<file path="src/rtl/multicycle_ctrl.sv">
// Control FSM for a multicycle RV32I-style core: fetch handshake, opcode decode,
// immediate-format selection, memory handshake, writeback strobes and retire counter.
module multicycle_ctrl (
   input  logic        clk_i,
   input  logic        rst_ni,
   output logic        imem_req_o,
   input  logic        imem_rvalid_i,
   input  logic [31:0] imem_rdata_i,
   output logic [31:0] instr_o,
   output logic [2:0]  imm_type_o,
   output logic        dmem_req_o,
   output logic        dmem_we_o,
   input  logic        dmem_ack_i,
   input  logic        br_taken_i,
   output logic        pc_we_o,
   output logic [1:0]  pc_sel_o,
   output logic        rf_we_o,
   output logic [1:0]  wb_sel_o,
   output logic        alu_src_imm_o,
   output logic [2:0]  state_o,
   output logic        illegal_o,
   output logic [31:0] retired_o
);

   typedef enum logic [2:0] {
      FETCH  = 3'd0,
      DECODE = 3'd1,
      EXEC   = 3'd2,
      MEM    = 3'd3,
      WB     = 3'd4,
      TRAP   = 3'd5
   } state_e;

   typedef enum logic [3:0] {
      K_R, K_I, K_LOAD, K_STORE, K_BR, K_LUI, K_AUIPC, K_JAL, K_JALR
   } kind_e;

   localparam logic [31:0] NOP_INSTR = 32'h0000_0013;

   state_e      state_q, state_d;
   kind_e       kind_q, kind_d;
   logic [31:0] instr_q, instr_d;
   logic [2:0]  imm_type_q, imm_type_d;
   logic        illegal_q, illegal_d;
   logic [31:0] retired_q, retired_d;
   logic        rd_nz;

   always_ff @(posedge clk_i or negedge rst_ni) begin
      if (!rst_ni) begin
         state_q    <= FETCH;
         kind_q     <= K_I;
         instr_q    <= NOP_INSTR;
         imm_type_q <= 3'd1;
         illegal_q  <= 1'b0;
         retired_q  <= 32'd0;
      end else begin
         state_q    <= state_d;
         kind_q     <= kind_d;
         instr_q    <= instr_d;
         imm_type_q <= imm_type_d;
         illegal_q  <= illegal_d;
         retired_q  <= retired_d;
      end
   end

   assign rd_nz = (instr_q[11:7] != 5'd0);

   always_comb begin
      state_d       = state_q;
      kind_d        = kind_q;
      instr_d       = instr_q;
      imm_type_d    = imm_type_q;
      illegal_d     = illegal_q;
      imem_req_o    = 1'b0;
      dmem_req_o    = 1'b0;
      dmem_we_o     = 1'b0;
      pc_we_o       = 1'b0;
      pc_sel_o      = 2'd0;
      rf_we_o       = 1'b0;
      wb_sel_o      = 2'd0;
      alu_src_imm_o = 1'b0;

      // Immediate-operand select holds from EXEC until the instruction ends.
      if ((state_q == EXEC) || (state_q == MEM) || (state_q == WB))
         alu_src_imm_o = (kind_q != K_R) && (kind_q != K_BR);

      unique case (state_q)
         FETCH: begin
            // Gated by rst_ni so the request drops the instant reset asserts.
            imem_req_o = rst_ni;
            if (imem_rvalid_i) begin
               instr_d = imem_rdata_i;
               state_d = DECODE;
            end
         end
         DECODE: begin
            state_d = EXEC;
            unique case (instr_q[6:0])
               7'b0110011: begin kind_d = K_R;     imm_type_d = 3'd0; end
               7'b0010011: begin kind_d = K_I;     imm_type_d = 3'd1; end
               7'b0000011: begin kind_d = K_LOAD;  imm_type_d = 3'd1; end
               7'b0100011: begin kind_d = K_STORE; imm_type_d = 3'd2; end
               7'b1100011: begin kind_d = K_BR;    imm_type_d = 3'd3; end
               7'b0110111: begin kind_d = K_LUI;   imm_type_d = 3'd4; end
               7'b0010111: begin kind_d = K_AUIPC; imm_type_d = 3'd4; end
               7'b1101111: begin kind_d = K_JAL;   imm_type_d = 3'd5; end
               7'b1100111: begin kind_d = K_JALR;  imm_type_d = 3'd1; end
               default: begin
                  imm_type_d = 3'd7;
                  illegal_d  = 1'b1;
                  state_d    = TRAP;
               end
            endcase
         end
         EXEC: begin
            if (kind_q == K_BR) begin
               pc_we_o  = 1'b1;
               pc_sel_o = br_taken_i ? 2'd1 : 2'd0;
               state_d  = FETCH;
            end else if ((kind_q == K_LOAD) || (kind_q == K_STORE)) begin
               state_d = MEM;
            end else begin
               state_d = WB;
            end
         end
         MEM: begin
            dmem_req_o = 1'b1;
            dmem_we_o  = (kind_q == K_STORE);
            if (dmem_ack_i) begin
               if (kind_q == K_STORE) begin
                  pc_we_o = 1'b1;
                  state_d = FETCH;
               end else begin
                  state_d = WB;
               end
            end
         end
         WB: begin
            pc_we_o = 1'b1;
            rf_we_o = rd_nz;
            state_d = FETCH;
            unique case (kind_q)
               K_LOAD:         wb_sel_o = 2'd1;
               K_JAL, K_JALR:  wb_sel_o = 2'd2;
               K_LUI:          wb_sel_o = 2'd3;
               default:        wb_sel_o = 2'd0;
            endcase
            if (kind_q == K_JAL)
               pc_sel_o = 2'd1;
            else if (kind_q == K_JALR)
               pc_sel_o = 2'd2;
         end
         TRAP: state_d = TRAP;
         default: state_d = FETCH;
      endcase

      retired_d = retired_q + {31'd0, pc_we_o};
   end

   assign instr_o    = instr_q;
   assign imm_type_o = imm_type_q;
   assign state_o    = state_q;
   assign illegal_o  = illegal_q;
   assign retired_o  = retired_q;

endmodule

</file>
<file path="config.mk">
export PLATFORM = sky130hd
export DESIGN_NAME = multicycle_ctrl
export DESIGN_NICKNAME = d
export VERILOG_FILES = /design/src/rtl/multicycle_ctrl.sv
export SDC_FILE = /design/constraint.sdc
export NUM_CORES = 1
export LEC_CHECK = 0
export ABC_AREA = 1
export BUFFER_PORTS_ARGS = -buffer_cell sky130_fd_sc_hd__buf_2
export CORE_UTILIZATION = 48
export CTS_BUF_LIST = sky130_fd_sc_hd__clkbuf_8
export CTS_CLUSTER_SIZE = 12
export DETAILED_ROUTE_END_ITERATION = 8
export GPL_ROUTABILITY_DRIVEN = 1
export PLACE_DENSITY = 0.81
export SLEW_MARGIN = 20
export SYNTH_ARGS = -nofsm -noshare
export SYNTH_HDL_FRONTEND = slang
export SYNTH_SLANG_ARGS = --single-unit
</file>
<file path="constraint.sdc">
create_clock -name clk_i -period 2.3 [get_ports clk_i]
set_input_delay 0.46 -clock clk_i [delete_from_list [all_inputs] [get_ports clk_i]]
set_output_delay 0.46 -clock clk_i [all_outputs]
set_load 0.02 [all_outputs]
</file>
; After elaboration in Yosys (flattened, before gate mapping)
; Index checks and enable logic that the tools add are counted.
[word_totals]
n_memories = 0
inputBits = 37
mem_bits_ro = 0
output_inout_bits = 81
register_bits = 75
latchBits = 0
word_cells = 72
ram_bits = 0
[op_classes]
order_cmp = 0
n_mul = 0
mux = 25
n_bitwise = 1
add_sub_neg = 1
n_eq_ne = 23
shifts = 0
n_div = 0
reduce_logical = 16
[op_table]
columns = operator, count
row1 = 4-bit case mux with 9 select lines, 1
row2 = 32-bit by 1-bit adder with 32-bit output, 1
row3 = 7-bit by 6-bit == test with 1-bit output (second input constant), 3
row4 = 7-bit == test (second input constant), 3
row5 = 3-bit 2-to-1 mux, 6
row6 = 3-bit case mux with 6 select lines, 1
row7 = 3-bit case mux with 5 select lines, 1
row8 = 7-bit by 5-bit == test with 1-bit output (second input constant), 2
row9 = 4-bit by 3-bit == test with 1-bit output (second input constant), 3
row10 = 1-bit 2-to-1 mux, 10
row11 = 9-bit nonzero test, 1
row12 = 9-bit OR reduction, 1
row13 = 4-bit by 2-bit == test with 1-bit output (second input constant), 2
row14 = 2-bit AND reduction, 4
row15 = 7-bit by 2-bit == test with 1-bit output (second input constant), 1
row16 = 3-bit by 2-bit == test with 1-bit output (second input constant), 2
row17 = 3-bit == test (second input constant), 2
row18 = 2-bit 2-to-1 mux, 3
row19 = 2-bit case mux with 3 select lines, 1
row20 = 5-bit nonzero test, 1
row21 = 4-bit == test (second input constant), 1
row22 = 2-bit inequality test (second input constant), 2
row23 = 4-bit by 3-bit inequality test with 1-bit output (second input constant), 1
row24 = 2-bit case mux with 2 select lines, 1
row25 = 9 further kinds, 12

; Depth between registers and ports, before layout
; Gate-level depths: netlist of the first run.
[depth]
word_depth = 5
mapped_depth = 15
ltp_nobuf = 15

; Least setup slack after synthesis of the first run
; No wires, ideal clock.
[synth_timing]
path_type = register to register
from = register state_q[2] (netlist: state_o[2])
to = register retired_q[26] (netlist: retired_o[26])
synth_period_minus_slack_ns = 3.063
setup_time_ns = 0.080
path_slack_ns = -0.763
t_arrival_ns = 2.983
path_stages_with_launch = 15
path_cell_list = dfrtp_1 > inv_2 > nand2_2 > nor2_4 > inv_2 > nor3_1 > nand2_1 > nand3_1 > ha_1 > ha_1 > nand3_2 > nor2_2 > nand2_1 > nor3_1 > xor2_1
[synth_via]
elab_chain_cells = 3
elab_cells_between_ends = 5
classes_between = add/sub (1) / eq/ne (3) / mux (1)
[synth_lines]
columns = element, line
row1 = "start, declared", 40  ; state_e state_q, state_d;
row2 = "start signal, assigned", 57  ; state_q <= state_d;
row3 = 3-bit == test or 3-bit by 2-bit == test with 1-bit output (tied branches), 87  ; unique case (state_q)
row4 = 1-bit case mux with 3 select lines *, 87
row5 = via pc_we_o, 15  ; output logic pc_we_o,
row6 = 32-bit by 1-bit adder with 32-bit output *, 157  ; retired_d = retired_q + {31'd0, pc_we_o};
row7 = via retired_d[26], 45  ; logic [31:0] retired_q, retired_d;
row8 = "end signal, assigned", 62  ; retired_q <= retired_d;
row9 = "end, declared", 45
; Mark *: on every way through the listed nets, which the timed path passes. The rest lies on a longest branch.
; A chain may end at the register's enable or synchronous reset.

; Worst setup path after layout of the first run
[layout_timing]
from = register state_q[2] (netlist: state_o[2])
to = register retired_q[21] (netlist: retired_o[21])
[layout_via]
elab_chain_cells = 3
elab_cells_between_ends = 5
classes_between = add/sub (1) / eq/ne (3) / mux (1)
[layout_lines]
columns = element, line
row1 = 3-bit == test or 3-bit by 2-bit == test with 1-bit output (tied branches), 87
row2 = 1-bit case mux with 3 select lines *, 87
row3 = 32-bit by 1-bit adder with 32-bit output *, 157
row4 = via retired_d[21], 45
; Marks and branches as above.

==> results of run 1 <==
what timing repair did:
action	CTS	global route
gates resized for setup	0	10
pin swaps	1	5
hold buffers	1	0
hold endpoints to repair	1	0
cloned	0	0
setup endpoints to repair	1	18
buffers inserted	0	5
area by class of cell:
cell class / instances / share of cell area
clock inverters: 4 / 0.00988
well taps: 99 / 0.0257
inverters: 34 / 0.0265
repair buffers: 126 / 0.137
multi-input cells: 260 / 0.375
clock buffers: 12 / 0.0343
flip-flops and latches: 75 / 0.392
worst paths after layout:
kind / from / end / slack, ns / depth (start not counted)
max in group asynchronous: rst_ni / retired_o[14] / 1.14 / 3
max: state_o[2] / retired_o[21] / 0.1 / 15
min reg2reg: imm_type_o[0] / imm_type_o[0] / 0.47 / 2
max reg2reg: state_o[2] / retired_o[21] / 0.1 / 15
min in group asynchronous: rst_ni / illegal_o / 0.46 / 2
min: imem_rdata_i[16] / instr_o[16] / 0.35 / 2
metrics by stage:
stage | utilization | power [mW]
finish | 0.653 | 5.39
global route | 0.653 | 5.74
CTS | 0.643 | 5.38
detailed placement | 0.613 | 4.31
global placement | 0.613 | 4.24
floorplan | - | 3.62
layer usage:
layer  up-vias  wire, um
met5         -         0
met3        18       501
met4         0       164
li1       1473         -
met1      1477      3740
met2       124      4210
registers in the layout (all words and copies together), names as in the netlist:
register    flops
retired_o      32
imm_type_o      3
state_o         3
kind_q          4
instr_o        32
illegal_o       1
cells in the mapped netlist (all sizes together):
cell     count  share of area
nand3       21          0.036
nand3b       2         0.0040
nand2       79          0.085
inv         34          0.034
o21ai        8          0.012
mux2        27           0.10
a21oi        8          0.011
o32ai        1         0.0024
nand4        5         0.0084
dfstp        5          0.035
nor3        17          0.027
xnor2       11          0.026
buf          3         0.0074
a2bb2oi      1         0.0024
xor2        19          0.045
dfrtp       70           0.47
o41ai        1         0.0024
nor2        54          0.073
or2          3         0.0057
ha           2         0.0067
a31oi        1         0.0017
kinds of logic after synthesis:
kind of cell	after synthesis	synth area share
fa+ha+maj	2	0.00674
buf+inv	37	0.0418
simple gates	181	0.239
compound gates	20	0.0314
flops	75	0.508
mux	27	0.102
xor+xnor	30	0.0708
critical path, delay by kind of cell, from the launching register on:
family | cells | cell delay (ns)
flops | 1 | 0.41
xor+xnor | 1 | 0.18
fa+ha+maj | 1 | 0.16
simple gates | 10 | 1.12
buf+inv | 3 | 0.24
power breakdown:
part           switching (mW)  internal [mW]
sequential              0.347           1.74
clock                   0.472          0.587
combinational            1.29          0.949
total                    2.11           3.27
==> flow_summary.ini, run 1 <==
[timing]
final-hold-violation-count = 0
setup_viol = 0
tns_ns = 0
slew_headroom = 0.605
slew_violations = 0
skew_ns = 0.0117
clock.fmax_mhz = 454
tightestPinTransition_ns = 0.592
setup_ws_ns = 0.0978
period_share = 0.957
finalCriticalPeriod_ns = 2.20
whs_ns = 0.347

[finish]
drive_above_1_share = 0.450
final_cell_mix = buf_2 (116), nand2_1 (67), dfrtp_1 (67)
mostFrequentLayoutCell = buf_2
fill_cells = 594
final_area_um2 = 4810
regArea_um2 = 1890
antennaDiodeCount = 0
instances_no_fill = 610
nets = 545
syn_to_final_growth_pct = 29.8
multi_input_comb_area_um2 = 1810

[placed_design]
io_buffers = 117
dp_hpwl_um = 6390
post_dp_cell_area_um2 = 4520
place.gp.congestion = 0.917
post-place-cells = 588
pre_cts_slack_ns = -0.0127

[cts]
clkLatencyLatePin_ns = 0.34
cts_tree = yes
numCtsBuffers = 9
cts_buffer_depth = 2
cts-root-buf = clkbuf_8
cts_sinks = 75
clkSlewWorstSetupHoldPaths_ns = 0.08
ctsHtreeMaxLevel = 3

[worst_hold_path]
hp-class = in -> reg

[global_route]
gr-total-overflow = 0
grt_util_met3 = 0.0474
antenna_found_initial = 0
use_met2 = 0.368
grt_usage = 0.223
grt_max_degree = 44
met1_usage = 0.285
grt_pass1_vias = 3098
grt_pass1_wl_um = 14400
busiest_layer = met2

[pwr]
leakage_nw = 2.54
power.density_nw_per_um2 = 1120
ir_worst_vdd_v = 0.000690

[setup_path]
worstPathArrival_ns = 2.46
path_cells = inv_2, nand2_4, nor2_4, inv_2, nor3_4, nand2_2, nand3_4, ha_4, nand3_4, nor2_4, inv_2, nor2_8, nand3_4, nor2_4, xor2_1
critPathRequiredTime_ns = 2.56
path_max_fanout = 4
endpoint_kind = flip-flop
critPathMaxStageDelay_ns = 0.41
cpMaxStageDelayCell = dfrtp_2
startpoint_type = flip-flop
criticalPathCategory = reg -> reg

[status]
status = complete, no violations

[logic_synthesis]
syn_nets = 411
netlist_area_um2 = 3710
ys_ff_latch = 75
yosys_warnings = 0
ys_types = 37
synth-seq-area-share = 0.508
syn_inst = 372
syn_area_per_cell_um2 = 9.97

[floorplanning]
die_h_um = 89.9
fp-row-count = 31
start_util = 0.503
core_um2 = 7370
pin_count = 118
die_w_um = 89.9
die_area_um2 = 8080

[route]
ant_nets = 0
drtIter0Drc = 138
drcViolationCount = 0
vias = 3092
first_pass_iters = 4
wl_um = 8610
drt-wirelength-per-cell_um = 14.1
avgViaCountPerCell = 5.07

[flow_run]
drv_cap = 0
No activity file was read; power rests on OpenSTA's default activity.
==> run 2: changes to the inputs <==
--- a/config.mk
+++ b/config.mk
@@ -6,13 +6,14 @@
 export NUM_CORES = 1
 export LEC_CHECK = 0
 export ABC_AREA = 1
+export ABC_CLOCK_PERIOD_IN_PS = 2300
 export BUFFER_PORTS_ARGS = -buffer_cell sky130_fd_sc_hd__buf_2
-export CORE_UTILIZATION = 48
+export CORE_UTILIZATION = 23
 export CTS_BUF_LIST = sky130_fd_sc_hd__clkbuf_8
 export CTS_CLUSTER_SIZE = 12
 export DETAILED_ROUTE_END_ITERATION = 8
 export GPL_ROUTABILITY_DRIVEN = 1
-export PLACE_DENSITY = 0.81
+export PLACE_DENSITY = 0.46
 export SLEW_MARGIN = 20
 export SYNTH_ARGS = -nofsm -noshare
 export SYNTH_HDL_FRONTEND = slang
==> flow_summary.ini, run 2 (synthesis gave the netlist of run 1 again) <==
[route]
drtIter0Drc = 78
wl_um = 9020
drt-wirelength-per-cell_um = 12.4
avgViaCountPerCell = 4.04
ant_nets = 0
first_pass_iters = 4
vias = 2929
drcViolationCount = 0

[pwr]
clkPwrFrac = 0.206
sw_frac_of_total = 0.394
p_comb_frac = 0.411
p_seq_frac = 0.383
ir_worst_vdd_v = 0.000545
leakage_nw = 2.53
power_mw = 5.39
switching_power_mw = 2.12
power.density_nw_per_um2 = 1100
intPower_mw = 3.27

[floorplanning]
core_um2 = 15800
die_w_um = 129
pin_count = 118
die_h_um = 129
die_area_um2 = 16600
fp-row-count = 46
start_util = 0.234

[finish]
fill_cells = 1692
antennaDiodeCount = 0
nets = 544
multi_input_comb_area_um2 = 1780
syn_to_final_growth_pct = 32.6
final_cell_mix = buf_2 (116), nand2_1 (69), dfrtp_1 (67)
regArea_um2 = 1890
mostFrequentLayoutCell = buf_2
drive_above_1_share = 0.442

[timing]
clock.fmax_mhz = 452
tns_ns = 0
setup_viol = 0
skew_ns = 0.0121
rsz0062_at_grt = yes
period_share = 0.961
slew_violations = 0
tightestPinTransition_ns = 0.599
finalCriticalPeriod_ns = 2.21
final-hold-violation-count = 0
slew_headroom = 0.601
whs_ns = 0.318

[global_route]
grt_usage = 0.118
busiest_layer = met2
grt_pass1_wl_um = 15000
use_met2 = 0.184
grt_pass1_vias = 3060
gr-total-overflow = 0
antenna_found_initial = 0
met1_usage = 0.150
grt_util_met3 = 0.0328
grt_max_degree = 38

[setup_path]
worst_path_most_repeated_cell = nand2_1
r2r-start = state_o[2]
path_cells = nor2_1, nand2_1, inv_2, nand2_1, o32ai_1, buf_2
rr_worst_depth = 15
crit_family = flip-flops
path_buf_inv = 2
worstPathArrival_ns = 1.75
startpoint_type = flip-flop
r2r_slack_ns = 0.17
startpoint = state_o[1]
path_max_fanout = 6
criticalPathCategory = reg -> out
cpMaxStageDelayCell = dfrtp_2
rr_endpoint = retired_o[21]
critPathMaxStageDelay_ns = 0.46
critPathRequiredTime_ns = 1.84
endpoint_kind = output port

[cts]
ctsHtreeMaxLevel = 3
numCtsBuffers = 9
cts_sinks = 75
clkLatencyLatePin_ns = 0.37
cts-root-buf = clkbuf_8
clkSlewWorstSetupHoldPaths_ns = 0.08
cts_tree = yes
cts_buffer_depth = 2

[placed_design]
dp_hpwl_um = 6950
io_buffers = 117
place.gp.congestion = 0.856

[flow_run]
drv_cap = 0

[worst_hold_path]
hp-class = in -> reg
min_to = instr_o[16]
holdPathStages = 2
hold_start = imem_rdata_i[16]

[status]
status = complete, no violations
[run 2: cell types whose count changed in the layout (fill, tap and decap cells not counted), moves of 2 or more]
cell | previous run | this run
inv_2 | 8 | 10
clkinv_2 | 2 | 0
clkbuf_8 | 12 | 9
nor2_1 | 36 | 38
nand2_1 | 67 | 69
nor2_4 | 5 | 3
[run 2: worst register-to-register path: cells and delay by family, from the launching register on]
| kind | cells | cell delay (ns) |
|---|---|---|
| fa+ha+maj | 1 | 0.16 |
| flops | 1 | 0.41 |
| simple gates | 10 | 1.13 |
| xor+xnor | 1 | 0.15 |
| buf+inv | 3 | 0.23 |
[run 2: power by group through the flow]
stage	logic [mW]	registers (mW)	clock network (mW)
after floorplan	1.08	2.54	0
after global placement	2.21	2.08	0
after detailed placement	2.24	2.08	0
after CTS	2.25	2.07	1.16
after global routing	2.42	2.13	1.21
final	2.22	2.06	1.11
[run 2: area by class of cell]
class                   instances  share of cell area
well taps                     216              0.0549
multi-input cells             260               0.361
inverters                      34              0.0259
repair buffers                125               0.132
flip-flops and latches         75               0.383
clock inverters                 6              0.0170
clock buffers                   9              0.0252
[run 2: stage by stage]
stage          std cells  setup WS [ns]  cell area (um2)  utilization
3_5_place_dp         707          0.105             4680        0.296
5_1_grt              725       -0.00796             4920        0.311
3_3_place_gp         707          0.133             4680        0.296
6_report             725         0.0896             4920        0.311
4_1_cts              723         0.0351             4900        0.309
2_1_floorplan        372         -0.224             3810            -
[run 2: how the worst max path moves through the flow]
stage / to / slack (ns) / cells after the start
final: wb_sel_o[0] / 0.09 / 6
after global routing: retired_o[23] / -0.008 / 15
after CTS: wb_sel_o[0] / 0.04 / 6
after detailed placement: retired_o[21] / 0.10 / 14
after global placement: retired_o[21] / 0.13 / 15
after floorplan: retired_o[18] / -0.22 / 15
[run 2: layer usage]
metal | part of all wire | wire (um) | vias up
li1 | - | - | 1474
met1 | 0.46 | 4160 | 1349
met2 | 0.46 | 4160 | 93
met3 | 0.058 | 522 | 13
met4 | 0.020 | 177 | 0
met5 | 0 | 0 | -
[run 2: timing repair]
action,CTS,global route
hold endpoints to repair,16,0
gates resized for setup,1,4
buffers inserted,0,2
endpoints found under the setup margin,1,10
pin swaps,0,2
hold buffers,1,0
